==> src/rtl/turf_udp_port_switch_pkg.sv <==
`default_nettype none
// ============================================================================
// Module      : turf_udp_port_switch_pkg
// Description : Shared definitions for the TURF UDP port switch. This package
//               holds the RX and TX state encodings and the bit offsets of the
//               64-bit UDP header word {ip[63:32], port[31:16], length[15:0]}.
// Ports       : none (package)
// Revision    : 1.0 - initial release
// ============================================================================
package turf_udp_port_switch_pkg;

  // 64-bit header word layout
  localparam int HDR_WIDTH    = 64;
  localparam int HDR_IP_OFS   = 32;
  localparam int HDR_IP_W     = 32;
  localparam int HDR_PORT_OFS = 16;
  localparam int HDR_PORT_W   = 16;
  localparam int HDR_LEN_OFS  = 0;
  localparam int HDR_LEN_W    = 16;

  // Receive-side demultiplexer states
  typedef enum logic [1:0] {
    RX_IDLE = 2'd0,
    RX_HDR  = 2'd1,
    RX_DATA = 2'd2,
    RX_DROP = 2'd3
  } rx_state_t;

  // Transmit-side multiplexer states
  typedef enum logic [1:0] {
    TX_IDLE = 2'd0,
    TX_HDR  = 2'd1,
    TX_DATA = 2'd2
  } tx_state_t;

endpackage : turf_udp_port_switch_pkg
`default_nettype wire

==> src/rtl/turf_udp_rr_arb.sv <==
`default_nettype none
// ============================================================================
// Module      : turf_udp_rr_arb
// Description : Combinational round-robin arbiter. It picks the first asserted
//               request at or above rr_ptr, searching upward and wrapping
//               modulo NUM_PORTS.
// Ports       : req          in  NUM_PORTS  request vector
//               rr_ptr       in  IDX_W      search start position
//               grant_onehot out NUM_PORTS  one-hot grant (all zero if no req)
//               grant_idx    out IDX_W      binary index of the grant
// Revision    : 1.0 - initial release
// ============================================================================
module turf_udp_rr_arb
  import turf_udp_port_switch_pkg::*;
#(
  parameter int NUM_PORTS = 4,
  parameter int IDX_W     = (NUM_PORTS > 1) ? $clog2(NUM_PORTS) : 1
) (
  input  logic [NUM_PORTS-1:0] req,
  input  logic [IDX_W-1:0]     rr_ptr,
  output logic [NUM_PORTS-1:0] grant_onehot,
  output logic [IDX_W-1:0]     grant_idx
);

  logic found;
  int   cand;

  always_comb begin
    grant_onehot = '0;
    grant_idx    = '0;
    found        = 1'b0;
    cand         = 0;
    for (int off = 0; off < NUM_PORTS; off++) begin
      // rr_ptr is always kept below NUM_PORTS, so one subtraction is enough
      cand = int'(rr_ptr) + off;
      if (cand >= NUM_PORTS) begin
        cand = cand - NUM_PORTS;
      end
      if (!found && req[cand]) begin
        found              = 1'b1;
        grant_onehot[cand] = 1'b1;
        grant_idx          = IDX_W'(cand);
      end
    end
  end

endmodule : turf_udp_rr_arb
`default_nettype wire

==> src/rtl/turf_udp_port_switch.sv <==
`default_nettype none
// ============================================================================
// Module      : turf_udp_port_switch
// Description : Switches UDP traffic between one network-side UDP stack and
//               NUM_PORTS application channels.
//               RX: a received header is routed by destination port to
//               channel (dst_port - PORT_BASE). If no channel matches, the
//               payload is discarded and drop_count is incremented.
//               TX: the channel headers/payloads are merged round-robin onto a
//               single transmit stream, and m_txhdr_tuser carries the source
//               port.
// Ports       : clk, rst_n                  clock, async active-low reset
//               s_udphdr_* / s_udpdata_*    received header / payload in
//               m_udphdr_* / m_udpdata_*    per-channel received streams out
//               s_txhdr_*  / s_txdata_*     per-channel transmit streams in
//               m_txhdr_*  / m_txdata_*     merged transmit stream out
//               drop_count                  unmatched-port packet counter
// Revision    : 1.0 - initial release
// ============================================================================
module turf_udp_port_switch
  import turf_udp_port_switch_pkg::*;
#(
  parameter int          NUM_PORTS  = 4,
  parameter logic [15:0] PORT_BASE  = 16'd21600,
  parameter int          DATA_WIDTH = 64,
  parameter int          CNT_WIDTH  = 32
) (
  input  logic                              clk,
  input  logic                              rst_n,
  // received header / payload from the UDP stack
  input  logic                              s_udphdr_tvalid,
  output logic                              s_udphdr_tready,
  input  logic [63:0]                       s_udphdr_tdata,
  input  logic [15:0]                       s_udphdr_tdest,
  input  logic                              s_udpdata_tvalid,
  output logic                              s_udpdata_tready,
  input  logic                              s_udpdata_tlast,
  input  logic [DATA_WIDTH-1:0]             s_udpdata_tdata,
  input  logic [DATA_WIDTH/8-1:0]           s_udpdata_tkeep,
  // per-channel received streams
  output logic [NUM_PORTS-1:0]              m_udphdr_tvalid,
  input  logic [NUM_PORTS-1:0]              m_udphdr_tready,
  output logic [NUM_PORTS*64-1:0]           m_udphdr_tdata,
  output logic [NUM_PORTS-1:0]              m_udpdata_tvalid,
  input  logic [NUM_PORTS-1:0]              m_udpdata_tready,
  output logic [NUM_PORTS-1:0]              m_udpdata_tlast,
  output logic [NUM_PORTS*DATA_WIDTH-1:0]   m_udpdata_tdata,
  output logic [NUM_PORTS*DATA_WIDTH/8-1:0] m_udpdata_tkeep,
  // per-channel transmit streams
  input  logic [NUM_PORTS-1:0]              s_txhdr_tvalid,
  output logic [NUM_PORTS-1:0]              s_txhdr_tready,
  input  logic [NUM_PORTS*64-1:0]           s_txhdr_tdata,
  input  logic [NUM_PORTS-1:0]              s_txdata_tvalid,
  output logic [NUM_PORTS-1:0]              s_txdata_tready,
  input  logic [NUM_PORTS-1:0]              s_txdata_tlast,
  input  logic [NUM_PORTS*DATA_WIDTH-1:0]   s_txdata_tdata,
  input  logic [NUM_PORTS*DATA_WIDTH/8-1:0] s_txdata_tkeep,
  // merged transmit stream to the UDP stack
  output logic                              m_txhdr_tvalid,
  input  logic                              m_txhdr_tready,
  output logic [63:0]                       m_txhdr_tdata,
  output logic [15:0]                       m_txhdr_tuser,
  output logic                              m_txdata_tvalid,
  input  logic                              m_txdata_tready,
  output logic                              m_txdata_tlast,
  output logic [DATA_WIDTH-1:0]             m_txdata_tdata,
  output logic [DATA_WIDTH/8-1:0]           m_txdata_tkeep,
  // statistics
  output logic [CNT_WIDTH-1:0]              drop_count
);

  localparam int IDX_W  = (NUM_PORTS > 1) ? $clog2(NUM_PORTS) : 1;
  localparam int KEEP_W = DATA_WIDTH / 8;

  // ==========================================================================
  // RX path
  // ==========================================================================
  rx_state_t                rx_state, rx_state_nxt;
  logic [HDR_WIDTH-1:0]     rx_hdr;
  logic [IDX_W-1:0]         rx_ch;
  logic [CNT_WIDTH-1:0]     drop_cnt;
  logic                     rx_arm;
  logic [15:0]              hdr_idx;
  logic                     hdr_take;
  logic                     hdr_match;

  // A destination below PORT_BASE wraps to a large index and fails the match.
  assign hdr_idx   = s_udphdr_tdest - PORT_BASE;
  assign hdr_match = (hdr_idx < 16'(NUM_PORTS));
  assign hdr_take  = (rx_state == RX_IDLE) && rx_arm && s_udphdr_tvalid;

  always_comb begin
    rx_state_nxt     = rx_state;
    s_udphdr_tready  = 1'b0;
    s_udpdata_tready = 1'b0;
    m_udphdr_tvalid  = '0;
    m_udpdata_tvalid = '0;
    m_udpdata_tlast  = '0;
    case (rx_state)
      RX_IDLE: begin
        // rx_arm keeps header tready low while reset is asserted
        s_udphdr_tready = rx_arm;
        if (hdr_take) begin
          rx_state_nxt = hdr_match ? RX_HDR : RX_DROP;
        end
      end
      RX_HDR: begin
        m_udphdr_tvalid[rx_ch] = 1'b1;
        if (m_udphdr_tready[rx_ch]) begin
          rx_state_nxt = RX_DATA;
        end
      end
      RX_DATA: begin
        s_udpdata_tready        = m_udpdata_tready[rx_ch];
        m_udpdata_tvalid[rx_ch] = s_udpdata_tvalid;
        m_udpdata_tlast[rx_ch]  = s_udpdata_tlast;
        if (s_udpdata_tvalid && m_udpdata_tready[rx_ch] && s_udpdata_tlast) begin
          rx_state_nxt = RX_IDLE;
        end
      end
      RX_DROP: begin
        s_udpdata_tready = 1'b1;
        if (s_udpdata_tvalid && s_udpdata_tlast) begin
          rx_state_nxt = RX_IDLE;
        end
      end
      default: rx_state_nxt = RX_IDLE;
    endcase
  end

  always_ff @(posedge clk or negedge rst_n) begin
    if (!rst_n) begin
      rx_state <= RX_IDLE;
      rx_hdr   <= '0;
      rx_ch    <= '0;
      drop_cnt <= '0;
      rx_arm   <= 1'b0;
    end else begin
      rx_state <= rx_state_nxt;
      rx_arm   <= 1'b1;
      if (hdr_take) begin
        rx_hdr <= s_udphdr_tdata;
        rx_ch  <= hdr_idx[IDX_W-1:0];
      end
      if ((rx_state == RX_DROP) && s_udpdata_tvalid && s_udpdata_tlast &&
          (drop_cnt != {CNT_WIDTH{1'b1}})) begin
        drop_cnt <= drop_cnt + 1'b1;
      end
    end
  end

  assign drop_count = drop_cnt;

  // Data and header words fan out to every channel. Only tvalid selects the
  // channel that owns the packet.
  generate
    for (genvar i = 0; i < NUM_PORTS; i++) begin : g_rx_fanout
      assign m_udphdr_tdata[HDR_WIDTH*i +: HDR_WIDTH]   = rx_hdr;
      assign m_udpdata_tdata[DATA_WIDTH*i +: DATA_WIDTH] = s_udpdata_tdata;
      assign m_udpdata_tkeep[KEEP_W*i +: KEEP_W]         = s_udpdata_tkeep;
    end
  endgenerate

  // ==========================================================================
  // TX path
  // ==========================================================================
  tx_state_t                tx_state, tx_state_nxt;
  logic [IDX_W-1:0]         grant;
  logic [IDX_W-1:0]         rr_ptr;
  logic [NUM_PORTS-1:0]     arb_onehot;
  logic [IDX_W-1:0]         arb_idx;
  logic                     arb_valid;
  logic                     tx_last_beat;

  turf_udp_rr_arb #(
    .NUM_PORTS (NUM_PORTS),
    .IDX_W     (IDX_W)
  ) u_rr_arb (
    .req          (s_txhdr_tvalid),
    .rr_ptr       (rr_ptr),
    .grant_onehot (arb_onehot),
    .grant_idx    (arb_idx)
  );

  assign arb_valid    = |arb_onehot;
  assign tx_last_beat = (tx_state == TX_DATA) && s_txdata_tvalid[grant] &&
                        m_txdata_tready && s_txdata_tlast[grant];

  // The payload and header words follow the registered grant. The grant only
  // changes in IDLE, so a packet can never switch sources part way through.
  assign m_txhdr_tdata  = s_txhdr_tdata[HDR_WIDTH*int'(grant) +: HDR_WIDTH];
  assign m_txhdr_tuser  = PORT_BASE + 16'(grant);
  assign m_txdata_tdata = s_txdata_tdata[DATA_WIDTH*int'(grant) +: DATA_WIDTH];
  assign m_txdata_tkeep = s_txdata_tkeep[KEEP_W*int'(grant) +: KEEP_W];

  always_comb begin
    tx_state_nxt    = tx_state;
    m_txhdr_tvalid  = 1'b0;
    s_txhdr_tready  = '0;
    m_txdata_tvalid = 1'b0;
    m_txdata_tlast  = 1'b0;
    s_txdata_tready = '0;
    case (tx_state)
      TX_IDLE: begin
        if (arb_valid) begin
          tx_state_nxt = TX_HDR;
        end
      end
      TX_HDR: begin
        m_txhdr_tvalid        = s_txhdr_tvalid[grant];
        s_txhdr_tready[grant] = m_txhdr_tready;
        if (s_txhdr_tvalid[grant] && m_txhdr_tready) begin
          tx_state_nxt = TX_DATA;
        end
      end
      TX_DATA: begin
        m_txdata_tvalid        = s_txdata_tvalid[grant];
        m_txdata_tlast         = s_txdata_tlast[grant];
        s_txdata_tready[grant] = m_txdata_tready;
        if (tx_last_beat) begin
          tx_state_nxt = TX_IDLE;
        end
      end
      default: tx_state_nxt = TX_IDLE;
    endcase
  end

  always_ff @(posedge clk or negedge rst_n) begin
    if (!rst_n) begin
      tx_state <= TX_IDLE;
      grant    <= '0;
      rr_ptr   <= '0;
    end else begin
      tx_state <= tx_state_nxt;
      if ((tx_state == TX_IDLE) && arb_valid) begin
        grant <= arb_idx;
      end
      // The search for the next packet starts just after the channel that
      // was served most recently.
      if (tx_last_beat) begin
        if (int'(grant) == NUM_PORTS - 1) begin
          rr_ptr <= '0;
        end else begin
          rr_ptr <= grant + 1'b1;
        end
      end
    end
  end

endmodule : turf_udp_port_switch
`default_nettype wire

==> config.mk <==
export PLATFORM = sky130hd
export DESIGN_NAME = turf_udp_port_switch
export DESIGN_NICKNAME = d
export VERILOG_FILES = /design/src/rtl/turf_udp_port_switch_pkg.sv /design/src/rtl/turf_udp_rr_arb.sv /design/src/rtl/turf_udp_port_switch.sv
export SDC_FILE = /design/constraint.sdc
export NUM_CORES = 1
export LEC_CHECK = 0
export CORE_AREA = 4 4 575 577
export DETAILED_ROUTE_END_ITERATION = 8
export DIE_AREA = 0 0 579 581
export SYNTH_ARGS = -nofsm -noshare
export SYNTH_HDL_FRONTEND = slang
export SYNTH_SLANG_ARGS = --single-unit
==> constraint.sdc <==
create_clock -name clk -period 2.9 [get_ports clk]
set_clock_uncertainty 0.05 [all_clocks]
set_input_delay 0.29 -clock clk [delete_from_list [all_inputs] [get_ports clk]]
set_output_delay 0.29 -clock clk [all_outputs]
set_load 0.01 [all_outputs]
-- After elaboration in Yosys (flattened, before gate mapping)
Cells that the tools add are included.
- flip-flop bits (word level): 107
- bits in latches: 0
- memory bits (writable): 0
- ROM bits: 0
- input bits: 723
- output and inout port bits: 753
- memories: 0
- add/subtract/negate cells: 11
- multipliers: 0
- div/mod/pow operators: 0
- magnitude comparators: 17
- equality and inequality tests: 14
- shifts and indexed selects: 3
- muxes and demuxes: 70
- bitwise gates (word level): 7
- reductions and logical operators: 30
- operators with widths (operator ; count):
    variable part select 256 x 9 -> 64 bit ; 2
    >= comparator 32 x 1 -> 1 bit (second input constant) ; 4
    less-than comparator 32 x 4 -> 1 bit (second input constant) ; 4
    two-way mux 32 bit ; 4
    >= comparator 32 x 4 -> 1 bit (second input constant) ; 3
    subtractor 32 x 4 -> 32 bit (second input constant) ; 3
    two-way mux 4 bit ; 9
    adder 32 x 1 -> 32 bit (second input constant) ; 1
    != test 32 bit (second input constant) ; 1
    variable part select 32 x 6 -> 8 bit ; 1
    two-way mux 1 bit ; 26
    two-way mux 2 bit ; 13
    logical AND 1 bit ; 22
    binary-select mux 1 bit (select 2 bit) ; 9
    adder 15 x 2 -> 16 bit (first input constant) ; 1
    bitwise AND 4 bit ; 4
    less-than comparator 16 x 3 -> 1 bit (second input constant) ; 1
    subtractor 16 x 15 -> 16 bit (second input constant) ; 1
    != test 2 bit (second input constant) ; 7
    demux 1 bit (select 2 bit) ; 6
    OR 4 bit ; 3
    case mux 2 bit (4 select lines) ; 1
    adder 2 x 2 -> 3 bit (second input constant) ; 2
    equality test 2 x 1 -> 1 bit (second input constant) ; 3
    14 further kinds ; 21

-- Longest topological paths before layout
- depth after elaboration: 18
- mapped depth: 10
- depth with buffers taken out: 8

-- Hierarchy
From an unflattened synthesis, not the netlist that was laid out.
- cell total of the unflattened synthesis: 1092
- area, all modules: 12309.3 um^2
- by module, submodules not included (module ; instances ; cells an instance ; area an instance (um^2) ; sequential area each (um^2)):
    turf_udp_port_switch ; 1 ; 1043 ; 11852.6 ; 2677.6
    turf_udp_rr_arb ; 1 ; 49 ; 456.7 ; 0.0

-- Worst setup path before layout
OpenSTA, ideal clock, no wires.
- path kind: reg-to-reg
- start point: reg rr_ptr[0]
- end point: reg grant[1]
- library setup time: 128 ps
- arrival time: 2771 ps
- required time: 2722 ps
- setup slack: -48 ps
- stages on the path, launching flop included: 11
- buffers on the path: 2
- clock period less this slack: 2948 ps
- path through: dfrtp_1 buf_4 inv_1 ha_1 buf_6 mux4_2 or3_1 a31oi_1 a21oi_1 o21ai_2 mux2_1
- word-level cells in the longest chain between the ends: 17
- elaborated cells on any way between the ends: 69
- classes of those cells: add/sub (7); order compare (12); mux (35); bitwise (3); reduce/logical (12)
- RTL lines (what ; RTL line ; RTL):
    start: declaration ; turf_udp_port_switch.sv:169 ; logic [IDX_W-1:0] rr_ptr;
    start signal: assignment ; turf_udp_port_switch.sv:244 ; rr_ptr <= grant + 1'b1;
    parallel branches: the longest is 17 deep, another holds subtractor 32 x 4 -> 32 bit ; -- ;
    end signal: assignment ; turf_udp_port_switch.sv:236 ; grant <= arb_idx;
    end: declaration ; turf_udp_port_switch.sv:168 ; logic [IDX_W-1:0] grant;
Several ways; the timed one is not identified. The select of a mux whose other input is x is not followed.
A chain may end at the register's enable or synchronous reset.

-- Worst setup path after layout
- start point: reg rx_state[1]
- end point: out m_udpdata_tlast[1]
- word-level cells in the longest chain between the ends: 2
- RTL lines (what ; RTL line ; RTL):
    start: declaration ; turf_udp_port_switch.sv:78 ; rx_state_t rx_state, rx_state_nxt;
    start signal: assignment ; turf_udp_port_switch.sv:139 ; rx_state <= rx_state_nxt;
    equality test 2 bit ; turf_udp_port_switch.sv:99 ; case (rx_state)
    two-way mux 4 bit ; turf_udp_port_switch.sv:99 ;
    end: declaration ; turf_udp_port_switch.sv:46 ; output logic [NUM_PORTS-1:0] m_udpdata_tlast,
No other way between the ends.

==> results.json <==
{
  "maxCapViolCount": 0,
  "fin_tns_setup_ns": -0.02633,
  "dp_cells": 6068,
  "status": "finished, violations left",
  "ys_types": 60,
  "cts_tree": "built",
  "drt_first_iter_violations": 892,
  "hp-class": "input port to async pin",
  "portBuffers": 1101,
  "clock-sinks": 107,
  "path_class": "register to output pin",
  "track_usage_pct": 9.712,
  "synth_seq_cells": 107,
  "clk_path_buf_depth": 2,
  "place_area_um2": 25490,
  "hold_viol": 0,
  "period_share_pct": 100.7,
  "utilization_pct": 7.989,
  "cp_top_family": "simple AND/OR/NAND/NOR gates",
  "cts_max_level": 3,
  "fmax_mhz": 342.4,
  "vias": 12583,
  "layout-drive-gt1-share_pct": 22.92,
  "critPathLaunchType": "register",
  "leakagePower_nw": 8.256,
  "cp_max_fo": 11,
  "tightest_slew_ns": 0.8024,
  "ios": 1476,
  "dieHeight_um": 581,
  "crit_path_end_kind": "output pin",
  "crit_required_ns": 2.56,
  "drt_first_pass_iters": 5,
  "synthCells": 1098,
  "insertion_delay_ns": 0.41,
  "cts_root_buffer": "clkbuf_16",
  "areaGrowthSynthToFinish_pct": 113.2,
  "finalSetupViolations": 2,
  "routed_wl_mm": 172.1,
  "cts.clk_slew.worst_paths_ns": 0.11,
  "cts_buffers": 9,
  "avgSynthCellArea_um2": 11.13,
  "hpwl_mm": 160.6,
  "cp_slowest_cell": "nor3b_1",
  "grt_max_degree": 62,
  "design_area_um2": 26050,
  "synth_edf_count": 0,
  "num_rows": 210,
  "rrSetupSlack_ns": 0.20,
  "max_slew_margin_pct": 46.51,
  "max_stage_delay_ns": 0.63,
  "core-area_um2": 326100,
  "finalMaxSlewViolations": 0,
  "nets": 2476,
  "rr_worst_depth": 8,
  "grt_pass1_wl_mm": 196.9,
  "violations": "setup timing",
  "rsz0062_at_grt": "true",
  "die_w_um": 579,
  "irDropWorstVdd_uv": 381.5,
  "crit_chain": "nor3b_1 > and3_1 > buf_4 > clkdlybuf4s50_1",
  "seq_area_frac_synth_pct": 21.91,
  "finalCriticalPeriod_ns": 2.921,
  "synth_warnings": 0,
  "start_util_pct": 3.747,
  "gp_congestion": 1.051,
  "ant_nets": 0,
  "grt_antenna_before_repair": 134,
  "grt_pass1_vias": 12771,
  "fin_ws_ns": -0.02095,
  "power.total_mw": 21.81,
  "wl_per_cell_um": 28.00,
  "async_flop_share_pct": 100.0,
  "r2r_end": "grant[1]",
  "ys.flop_type": "dfrtp_1",
  "die_area_um2": 336400,
  "syn_area_um2": 12220,
  "grt_overflow": 0,
  "cp.buffers_inverters": 2,
  "r2r_start": "rr_ptr[1]",
  "viasPerCell": 2.047,
  "worstPathArrival_ns": 2.58,
  "finalNonFillerCells": 6147,
  "power_density_nw_per_um2": 837.1,
  "drc_errors": 0
}
-- sequential cells by signal, indices dropped and copies added, names as in the netlist --
| register | flops |
|---|---|
| rx_state | 2 |
| rx_hdr | 64 |
| tx_state | 2 |
| rx_arm | 1 |
| rr_ptr | 2 |
| grant | 2 |
| rx_ch | 2 |
| drop_count | 32 |
-- stage by stage --
stage / setup slack (ns) / hold WS (ns)
after floorplan: 0.02968 / -0.05559
after global placement: -0.1837 / 0.2807
after detailed placement: -0.2829 / 0.2862
after CTS: -0.0004685 / 0.3834
after global routing: -0.01402 / 0.4120
final: -0.02095 / 0.3895
-- per-layer routing --
metal  vias up  GRT usage, %  share of wire (%)
li1       4764             -                  -
met1      5962         8.510                 30
met2      1482         16.34                 47
met3       325         7.561                 18
met4        50         4.069                4.8
met5         -        0.6600               0.21
-- kinds of logic (layout without fill, tap and decap cells) --
logic type / after synthesis / in the layout / share of synthesized area, %
and+or+nand+nor: 128 / 128 / 5.745
xor gates and xnor gates: 30 / 30 / 2.150
AOI/OAI and AO/OA: 38 / 38 / 2.069
muxes: 224 / 224 / 33.95
other: 2 / 71 / 0.06146
buffers and inverters: 556 / 1190 / 32.78
DFF: 107 / 107 / 21.91
adders and majority gates: 13 / 13 / 1.331
-- report_power, final --
group          switching (mW)  internal (mW)  leakage (nW)  total (mW)
registers                1.64           2.04          1.31        3.68
logic                    8.29           8.43          6.80        16.7
clock network           0.789          0.620         0.145        1.41
-- layout make-up --
cell class	instances	area [um2]
fill	37740	300000
timing repair buffer	1162	11830
multi-input combinational	448	5588
tap	4346	5438
sequential	107	2699
clock buffer	9	225.2
antenna	56	140.1
clock inverter	7	82.58
inverter	12	45.04
-- Yosys cell counts (all sizes together), types with 3 or more instances --
cell type	number	area, um2
inv	11	41.29
xor2	15	131.4
mux2i	5	53.80
mux4	144	3251
nand2	24	90.09
nor2	26	97.59
nor3	7	40.04
mux2	75	844.6
nand4	11	68.82
ha	13	162.7
and4	4	35.03
dfrtp	107	2678
a31oi	3	18.77
buf	526	3872
nor2b	4	25.02
a21oi	11	55.05
and3	13	81.33
nor3b	7	52.55
xnor2	15	131.4
nand3	9	45.04
o21ai	10	65.07
clkbuf	18	87.59
nor4	6	43.79
or2	3	18.78
and2	7	43.79
-- how the worst max path moves through the flow --
| stage | startpoint | to | slack, ns | cells after the start |
|---|---|---|---|---|
| finish | rx_state[1] | m_udpdata_tlast[1] | -0.02 | 4 |
| global route | grant[0] | m_txhdr_tdata[28] | -0.01 | 4 |
| CTS | grant[0] | m_txdata_tdata[42] | -0.0005 | 4 |
| detailed placement | s_udpdata_tlast | drop_count[17] | -0.28 | 7 |
| global placement | s_udpdata_tlast | drop_count[29] | -0.18 | 8 |
| floorplan | rr_ptr[0] | grant[1] | 0.03 | 10 |
-- timing repair --
item                                    4_1_cts  5_1_grt
hold endpoints to repair                     60        0
endpoints found under the setup margin       92       15
buffers inserted                              6        0
hold buffers                                  1        0
resized for setup                            22       12
-- worst register-to-register path, delay by kind of cell (launching register included) --
kind / cells / cell delay, ns
compound gates: 3 / 0.42
fa+ha+maj: 1 / 0.35
flops: 1 / 0.36
mux: 2 / 0.95
simple gates: 1 / 0.34
buf+inv: 1 / 0.11
-- layout by cell type (no fill, tap or decap), drive strengths merged, types with 6 or more instances in the layout --
master / count
a21oi: 11
and2: 7
and3: 13
buf: 152
clkbuf: 9
clkdlybuf4s50: 984
conb: 15
dfrtp: 107
diode: 56
dlygate4sd2: 14
dlymetal6s2s: 11
ha: 13
inv: 13
mux2: 75
mux4: 144
nand2: 24
nand3: 9
nand4: 11
nor2: 26
nor3: 7
nor3b: 7
nor4: 6
o21ai: 10
xnor2: 15
xor2: 15
(Power assumes the default switching activity.)
